==> config.mk <==
export PLATFORM = sky130hd
export DESIGN_NAME = mem_port_arbiter_flat
export DESIGN_NICKNAME = d
export VERILOG_FILES = /design/src/rtl/mem_port_arbiter_if.sv /design/src/rtl/mem_port_arbiter.sv /design/src/flat_wrapper.sv
export SDC_FILE = /design/constraint.sdc
export NUM_CORES = 1
export LEC_CHECK = 0
export CORE_ASPECT_RATIO = 1.25
export CORE_MARGIN = 1
export CORE_UTILIZATION = 44
export CTS_BUF_LIST = sky130_fd_sc_hd__clkbuf_16
export DETAILED_ROUTE_END_ITERATION = 6
export PLACE_DENSITY = 0.87
export SYNTH_ARGS = -nofsm -noshare
export SYNTH_HDL_FRONTEND = slang
export SYNTH_SLANG_ARGS = --single-unit
==> constraint.sdc <==
create_clock -name clk -period 4.82 [get_ports clk]
set_clock_uncertainty 0.15 [all_clocks]
set_input_delay 0.964 -clock clk [delete_from_list [all_inputs] [get_ports clk]]
set_output_delay 0.964 -clock clk [all_outputs]
set_load 0.02 [all_outputs]
==> src/rtl/mem_port_arbiter_if.sv <==
// Purpose : bundle of the requester (IF/DM), memory-macro and status signals
//           seen by mem_port_arbiter.
// Modports: slave  - arbiter side (takes requests and mem_rdata, drives acks,
//                    read data, mem_* controls and status)
//           master - pipeline/memory side (the mirror image)
interface mem_port_arbiter_if #(
   parameter int unsigned WIDTH  = 32,
   parameter int unsigned ADDR_W = 32
);
   // fetch port
   logic              if_req;
   logic [ADDR_W-1:0] if_addr;
   logic              if_ack;
   logic [WIDTH-1:0]  if_rdata;
   // data port
   logic              dm_req;
   logic              dm_we;
   logic [ADDR_W-1:0] dm_addr;
   logic [WIDTH-1:0]  dm_wdata;
   logic              dm_ack;
   logic [WIDTH-1:0]  dm_rdata;
   // memory macro
   logic              mem_en;
   logic              mem_we;
   logic [ADDR_W-1:0] mem_addr;
   logic [WIDTH-1:0]  mem_wdata;
   logic [WIDTH-1:0]  mem_rdata;
   // status for hazard logic
   logic              stall_f;
   logic              stall_m;
   logic              busy;
   logic              owner;

   modport slave (
      input  if_req, if_addr, dm_req, dm_we, dm_addr, dm_wdata, mem_rdata,
      output if_ack, if_rdata, dm_ack, dm_rdata,
      output mem_en, mem_we, mem_addr, mem_wdata,
      output stall_f, stall_m, busy, owner
   );

   modport master (
      output if_req, if_addr, dm_req, dm_we, dm_addr, dm_wdata, mem_rdata,
      input  if_ack, if_rdata, dm_ack, dm_rdata,
      input  mem_en, mem_we, mem_addr, mem_wdata,
      input  stall_f, stall_m, busy, owner
   );
endinterface

==> src/rtl/mem_port_arbiter.sv <==
// Purpose: shares one single-port, fixed-latency memory between the fetch
//          (IF) and data (DM) ports. DM has priority except that IF is granted
//          after two consecutive DM grants taken while IF was waiting.
// Ports  : clk   - rising-edge clock
//          reset - synchronous, active-low reset
//          bus   - mem_port_arbiter_if.slave: IF/DM request-ack ports,
//                  mem_* macro controls, stall_f/stall_m, busy, owner
module mem_port_arbiter #(
   parameter int unsigned WIDTH   = 32,
   parameter int unsigned ADDR_W  = 32,
   parameter int unsigned MEM_LAT = 2
) (
   input  logic              clk,
   input  logic              reset,
   mem_port_arbiter_if.slave bus
);

   localparam int unsigned      CNT_W      = (MEM_LAT > 1) ? $clog2(MEM_LAT) : 1;
   localparam logic [CNT_W-1:0] CNT_LAST   = CNT_W'(MEM_LAT - 1);
   localparam logic [1:0]       STARVE_LIM = 2'd2;

   typedef enum logic [1:0] {ST_IDLE, ST_ACCESS, ST_RESP} state_t;

   state_t            r_state,     w_state;
   logic [CNT_W-1:0]  r_cnt,       w_cnt;
   logic [1:0]        r_starve,    w_starve;
   logic              r_owner,     w_owner;
   logic              r_mem_en,    w_mem_en;
   logic              r_mem_we,    w_mem_we;
   logic [ADDR_W-1:0] r_mem_addr,  w_mem_addr;
   logic [WIDTH-1:0]  r_mem_wdata, w_mem_wdata;
   logic              r_if_ack,    w_if_ack;
   logic              r_dm_ack,    w_dm_ack;
   logic [WIDTH-1:0]  r_if_rdata,  w_if_rdata;
   logic [WIDTH-1:0]  r_dm_rdata,  w_dm_rdata;
   logic              w_grant_dm;

   // DM wins unless IF is waiting and has already been passed over twice
   assign w_grant_dm = bus.dm_req && ((r_starve < STARVE_LIM) || !bus.if_req);

   // state and output registers
   always_ff @(posedge clk) begin
      if (!reset) begin
         r_state     <= ST_IDLE;
         r_cnt       <= '0;
         r_starve    <= '0;
         r_owner     <= 1'b0;
         r_mem_en    <= 1'b0;
         r_mem_we    <= 1'b0;
         r_mem_addr  <= '0;
         r_mem_wdata <= '0;
         r_if_ack    <= 1'b0;
         r_dm_ack    <= 1'b0;
         r_if_rdata  <= '0;
         r_dm_rdata  <= '0;
      end else begin
         r_state     <= w_state;
         r_cnt       <= w_cnt;
         r_starve    <= w_starve;
         r_owner     <= w_owner;
         r_mem_en    <= w_mem_en;
         r_mem_we    <= w_mem_we;
         r_mem_addr  <= w_mem_addr;
         r_mem_wdata <= w_mem_wdata;
         r_if_ack    <= w_if_ack;
         r_dm_ack    <= w_dm_ack;
         r_if_rdata  <= w_if_rdata;
         r_dm_rdata  <= w_dm_rdata;
      end
   end

   // next state; mem_en/mem_we/acks are computed one cycle ahead so the
   // registered outputs line up with ACCESS and RESP
   always_comb begin
      w_state     = r_state;
      w_cnt       = r_cnt;
      w_starve    = r_starve;
      w_owner     = r_owner;
      w_mem_en    = 1'b0;
      w_mem_we    = 1'b0;
      w_mem_addr  = r_mem_addr;
      w_mem_wdata = r_mem_wdata;
      w_if_ack    = 1'b0;
      w_dm_ack    = 1'b0;
      w_if_rdata  = r_if_rdata;
      w_dm_rdata  = r_dm_rdata;

      unique case (r_state)
         ST_IDLE: begin
            if (bus.if_req || bus.dm_req) begin
               w_state  = ST_ACCESS;
               w_cnt    = '0;
               w_owner  = w_grant_dm;
               w_mem_en = 1'b1;
               if (w_grant_dm) begin
                  w_mem_we    = bus.dm_we;
                  w_mem_addr  = bus.dm_addr;
                  w_mem_wdata = bus.dm_wdata;
                  // saturating count of DM grants taken over a waiting IF
                  if (bus.if_req)
                     w_starve = (r_starve == 2'd3) ? r_starve : r_starve + 2'd1;
                  else
                     w_starve = '0;
               end else begin
                  w_mem_we   = 1'b0;
                  w_mem_addr = bus.if_addr;
                  w_starve   = '0;
               end
            end
         end

         ST_ACCESS: begin
            w_cnt    = r_cnt + CNT_W'(1);
            w_mem_en = 1'b1;
            w_mem_we = r_mem_we;
            if (r_cnt == CNT_LAST) begin
               w_state  = ST_RESP;
               w_mem_en = 1'b0;
               w_mem_we = 1'b0;
               if (r_owner) begin
                  w_dm_ack = 1'b1;
                  if (!r_mem_we)
                     w_dm_rdata = bus.mem_rdata;
               end else begin
                  w_if_ack   = 1'b1;
                  w_if_rdata = bus.mem_rdata;
               end
            end
         end

         ST_RESP: w_state = ST_IDLE;

         default: w_state = ST_IDLE;
      endcase
   end

   assign bus.if_ack    = r_if_ack;
   assign bus.dm_ack    = r_dm_ack;
   assign bus.if_rdata  = r_if_rdata;
   assign bus.dm_rdata  = r_dm_rdata;
   assign bus.mem_en    = r_mem_en;
   assign bus.mem_we    = r_mem_we;
   assign bus.mem_addr  = r_mem_addr;
   assign bus.mem_wdata = r_mem_wdata;
   assign bus.owner     = r_owner;
   assign bus.busy      = (r_state != ST_IDLE);
   // combinational stalls for the hazard unit
   assign bus.stall_f   = bus.if_req & ~r_if_ack;
   assign bus.stall_m   = bus.dm_req & ~r_dm_ack;

endmodule

==> src/flat_wrapper.sv <==
// flat-port wrapper written by rule: the top's interface ports become plain ports
module mem_port_arbiter_flat 
#(
   parameter int unsigned WIDTH   = 32,
   parameter int unsigned ADDR_W  = 32,
   parameter int unsigned MEM_LAT = 2
)
  (clk, reset, bus_if_req, bus_if_addr, bus_dm_req, bus_dm_we, bus_dm_addr, bus_dm_wdata, bus_mem_rdata, bus_if_ack, bus_if_rdata, bus_dm_ack, bus_dm_rdata, bus_mem_en, bus_mem_we, bus_mem_addr, bus_mem_wdata, bus_stall_f, bus_stall_m, bus_busy, bus_owner);
  mem_port_arbiter_if #(.WIDTH(WIDTH), .ADDR_W(ADDR_W)) bus_i ();
  input  logic clk;
  input  logic reset;
  input wire logic [$bits(bus_i.if_req)-1:0] bus_if_req;
  input wire logic [$bits(bus_i.if_addr)-1:0] bus_if_addr;
  input wire logic [$bits(bus_i.dm_req)-1:0] bus_dm_req;
  input wire logic [$bits(bus_i.dm_we)-1:0] bus_dm_we;
  input wire logic [$bits(bus_i.dm_addr)-1:0] bus_dm_addr;
  input wire logic [$bits(bus_i.dm_wdata)-1:0] bus_dm_wdata;
  input wire logic [$bits(bus_i.mem_rdata)-1:0] bus_mem_rdata;
  output wire logic [$bits(bus_i.if_ack)-1:0] bus_if_ack;
  output wire logic [$bits(bus_i.if_rdata)-1:0] bus_if_rdata;
  output wire logic [$bits(bus_i.dm_ack)-1:0] bus_dm_ack;
  output wire logic [$bits(bus_i.dm_rdata)-1:0] bus_dm_rdata;
  output wire logic [$bits(bus_i.mem_en)-1:0] bus_mem_en;
  output wire logic [$bits(bus_i.mem_we)-1:0] bus_mem_we;
  output wire logic [$bits(bus_i.mem_addr)-1:0] bus_mem_addr;
  output wire logic [$bits(bus_i.mem_wdata)-1:0] bus_mem_wdata;
  output wire logic [$bits(bus_i.stall_f)-1:0] bus_stall_f;
  output wire logic [$bits(bus_i.stall_m)-1:0] bus_stall_m;
  output wire logic [$bits(bus_i.busy)-1:0] bus_busy;
  output wire logic [$bits(bus_i.owner)-1:0] bus_owner;
  assign bus_i.if_req = bus_if_req;
  assign bus_i.if_addr = bus_if_addr;
  assign bus_i.dm_req = bus_dm_req;
  assign bus_i.dm_we = bus_dm_we;
  assign bus_i.dm_addr = bus_dm_addr;
  assign bus_i.dm_wdata = bus_dm_wdata;
  assign bus_i.mem_rdata = bus_mem_rdata;
  assign bus_if_ack = bus_i.if_ack;
  assign bus_if_rdata = bus_i.if_rdata;
  assign bus_dm_ack = bus_i.dm_ack;
  assign bus_dm_rdata = bus_i.dm_rdata;
  assign bus_mem_en = bus_i.mem_en;
  assign bus_mem_we = bus_i.mem_we;
  assign bus_mem_addr = bus_i.mem_addr;
  assign bus_mem_wdata = bus_i.mem_wdata;
  assign bus_stall_f = bus_i.stall_f;
  assign bus_stall_m = bus_i.stall_m;
  assign bus_busy = bus_i.busy;
  assign bus_owner = bus_i.owner;
  mem_port_arbiter #(.WIDTH(WIDTH), .ADDR_W(ADDR_W), .MEM_LAT(MEM_LAT)) u_core (.clk(clk), .reset(reset), .bus(bus_i));
endmodule
# == After elaboration in Yosys (flattened, before gate mapping) ==
# Cells that the tools add are included.
# op_classes
n_eq_ne,5
bitwise_logic,6
magnitude_cmp,1
add_sub_neg,2
reduce_logical,15
n_mux,18
# op_table
cell,count
32-bit 2-to-1 mux,1
3-bit AND reduction,4
2-bit 2-to-1 mux,5
1-bit 2-to-1 mux,8
1-bit one-hot mux with 2 select lines,3
2-bit AND reduction,3
"2-bit by 1-bit != test with 1-bit output, second input constant",2
1-bit inverter,4
2-bit one-hot mux with 2 select lines,1
4-bit AND reduction,1
2-bit nonzero test,2
"3-bit != test, second input constant",1
"2-bit by 1-bit adder with 2-bit output, second input constant",1
1-bit bitwise AND,2
"2-bit by 1-bit == test with 1-bit output, second input constant",1
"2-bit == test, second input constant",1
2-bit zero test,1
1-bit logical OR,2
"2-bit < comparator, second input constant",1
"1-bit adder, second input constant",1
1-bit logical AND,1
1-bit zero test,1
# totals
register_bits,138
wordCells,59
inputBits,133
output_inout_bits,136

# == Depth between registers and ports, before layout ==
# logic_depth
word_depth,6
mapped_depth,6
depth_no_buf,4

# == Worst setup path after synthesis ==
# OpenSTA, ideal clock, no wires.
# synth_timing
kind,input to output
startpoint,input bus_if_req
endpoint,output bus_stall_f
path_buffers,0
cell_stages,1
required_time_ns,3.706
arrival_time_ns,1.291
slack_ns,2.415
path_cell_list,nor2b_1
# synth_between
elab_chain_len,1
# synth_rtl
item,line,text
start: declaration,flat_wrapper.sv:12,input wire logic [$bits(bus_i.if_req)-1:0] bus_if_req;
1-bit bitwise AND,mem_port_arbiter.sv:148,assign bus.stall_f = bus.if_req & ~r_if_ack;
end: declaration,flat_wrapper.sv:27,output wire logic [$bits(bus_i.stall_f)-1:0] bus_stall_f;
# No other way between the ends.

# == Final worst setup path ==
# Same ends and word-level chain as after synthesis.

==> results.md <==
- Status: finished, final reports clean
- Latest clock arrival within the worst-skew pair: 0.40 ns
- Cell area power density: 344 nW/um^2
- Core area: 12300 um^2
- GR met2 Demand/Resource: 44.4%
- Layout cells sized above 1: 8.41%
- Vias in the first global route: 5274
- Leakage: 3.25 nW
- Detailed-route via count: 5300
- Synth cell count leaders: 195 x nand2_1, 138 x dfxtp_1, 64 x mux2i_1
- Worst hold margin: 0.306 ns
- Synthesized area per cell: 9.16 um^2
- Seq/Total Area, Yosys: 49.3%
- Distinct cell type count after synthesis: 39
- CP required: 3.71 ns
- Share of the synthesized area in the top cell type: 49.3%
- ANT cells: 0
- H-tree levels: 4
- Antenna-violating nets left: 0
- Worst hold path class: reg -> reg
- Clock sinks: 138
- Multi-input gate area in the final layout: 2550 um^2
- Max-slew headroom: 34.0%
- Vias per inst: 5.14
- Routed len/inst: 16.2 um
- Synth Register Bits: 138
- Initial Util: 45.7%
- Post_cts resized: 0
- Chip height: 128 um
- Largest net degree at the start of global routing: 106
- Initial antenna violation count: 0
- CTS root buf: clkbuf_16
- Worst slack at placement: 1.37 ns
- Period minus WS final: 3.44 ns
- Worst Path Max Fanout: 6
- Num rows: 45
- Maximum clock rate: 0.291 GHz
- Post-CTS Hold Buffers: 0
- Global route overflow: 0
- First-pass GRT wire length: 25400 um
- GRT met1 Usage: 26.2%
- Critical Path Sink Type: primary output
- Fill cells: 929
- Most frequent cell after synthesis: nand2_1
- Die W: 103 um
- Setup TNS: 0 ns
- Async SR Flop Fraction: 0%
- Setup Fix Bufs, Post-CTS: 0
- Top_reg_cell synth: dfxtp_1
- Worst Min Path Start: u_core.bus.mem_wdata[21]
- CTS Buffer Depth: 2
- DP HPWL: 11900 um
- Maxcap violations: 0
- Synth area leader: dfxtp_1
- Number of synthesized flops with an enable pin: 0
- Post-Syn Area: 5600 um^2
- Finish-stage setup viols: 0
- Area Growth Syn to Fin: 58.0%
- Total power: 3.04 mW
- DRC: 0
- Synth top area cells: dfxtp_1 49%, nand2_1 13%, mux2i_1 11%
- Type of origin of the critical path: input port
- Final worst path period share: 71.3%
- Critical path class: in -> out
- Critical R2R Launch: u_core.r_state[1]
- CTS clk-pin slew, worst paths: 0.06 ns
- Port-buffer cells: 268
- CP Data Arrival Time: 2.32 ns
- RSZ-0062 raised after global routing: no
- First drt pass iteration count: 5
- DRT Wirelength: 16800 um
- Die ar.: 13200 um^2
- GRT met3 Usage: 7.14%
- Busiest grt layer: met2
- Max Slew Vio Count: 0
- CTS buffer count: 17
- Final worst slack: 1.38 ns
- Final nets: 989
- Post-DP Area: 8280 um^2
- Register Area: 2760 um^2
- Post-route cell area: 8850 um^2
- Gpl congestion: 0.803
- Worst Tran Pin Value: 0.990 ns
- Mapped Nets: 746
- Iter 0 DRT Violations: 197
- IR drop worst, VDD: 0.295 mV
- Yosys Warn Count: 0
- CTS tree: yes
- Crit path from: bus_if_req
- All-Layer GR Usage: 24.7%
- Cell count after synthesis: 612
- Io pins: 269
- Fin. Hold Viols: 0
[state kept, by name, indices dropped and copies added, names as in the netlist]
register and count:
u_core.r_cnt 1, u_core.bus.mem_en 1, u_core.bus.mem_we 1, u_core.bus.if_ack 1
u_core.bus.owner 1, u_core.bus.dm_ack 1, u_core.r_state 2, u_core.bus.if_rdata 32
u_core.r_starve 2, u_core.bus.mem_addr 32, u_core.bus.mem_wdata 32, u_core.bus.dm_rdata 32
[path summary, 6_finish.rpt]
path / slack, ns / endpoint / depth (start not counted)
worst max-delay path: 1.38 / bus_stall_f / 3
worst min-delay path: 0.31 / u_core.bus.mem_wdata[21] / 2
worst max register to register: 2.50 / u_core.bus.mem_addr[30] / 4
worst min register to register: 0.31 / u_core.bus.mem_wdata[21] / 2
[per-layer routing]
metal  part of all wire (%)  vias to the layer above  wire length [um]
li1                       -                     2584                 -
met1                     39                     2474              6460
met2                     51                      202              8570
met3                    7.2                       40              1210
met4                    3.1                        0               514
met5                      0                        -                 0
[power by group]
part           switching (mW)  internal [mW]
clock network           0.500          0.761
logic                   0.269          0.274
registers              0.0354           1.20
total                   0.805           2.24
[cells in the final DEF, fill, tap and decap left out, types with 2 or more instances in the layout]
cell type	n
clkdlybuf4s50_1	267
nand2_1	195
dfxtp_1	138
mux2i_1	64
nand3_1	33
a21oi_1	32
a311oi_2	26
o21ai_1	20
clkbuf_16	17
o21ai_0	12
buf_4	11
a311oi_1	6
nor2b_1	4
clkinvlp_4	4
clkinv_1	3
o21a_1	3
inv_6	3
inv_1	2
nor2_1	2
and2_1	2
bufinv_16	2
clkinv_4	2
[stage by stage]
stage	std cells	utilization, %
4_1_cts	1032	72.1
5_1_grt	1032	72.1
2_1_floorplan	612	-
3_3_place_gp	1000	67.5
6_report	1032	72.1
3_5_place_dp	1000	67.5
[worst max-delay path, stage by stage]
cell and delay [ns]:
clkdlybuf4s50_1 0.57, nor2b_1 0.17, clkdlybuf4s50_1 0.61
[cell families (layout without fill, tap and decap cells)]
| kind of cell | Yosys count | after routing | share of synthesized area, % |
|---|---|---|---|
| flops | 138 | 138 | 49.3 |
| fa+ha+maj | 1 | 1 | 0.223 |
| simple gates | 246 | 246 | 18.3 |
| xor+xnor | 1 | 1 | 0.156 |
| mux | 64 | 64 | 11.4 |
| compound gates | 106 | 106 | 15.1 |
| buf+inv | 56 | 312 | 5.42 |
[cell type report]
cell class / count / area share [%]
Tap cell: 164 / 2.32
Clock inverter: 15 / 1.70
Multi-Input combinational cell: 418 / 28.8
Clock buffer: 17 / 4.80
Timing Repair Buffer: 278 / 31.1
Inverter: 2 / 0.0848
Sequential cell: 138 / 31.2
No activity file was read; power rests on OpenSTA's default activity.
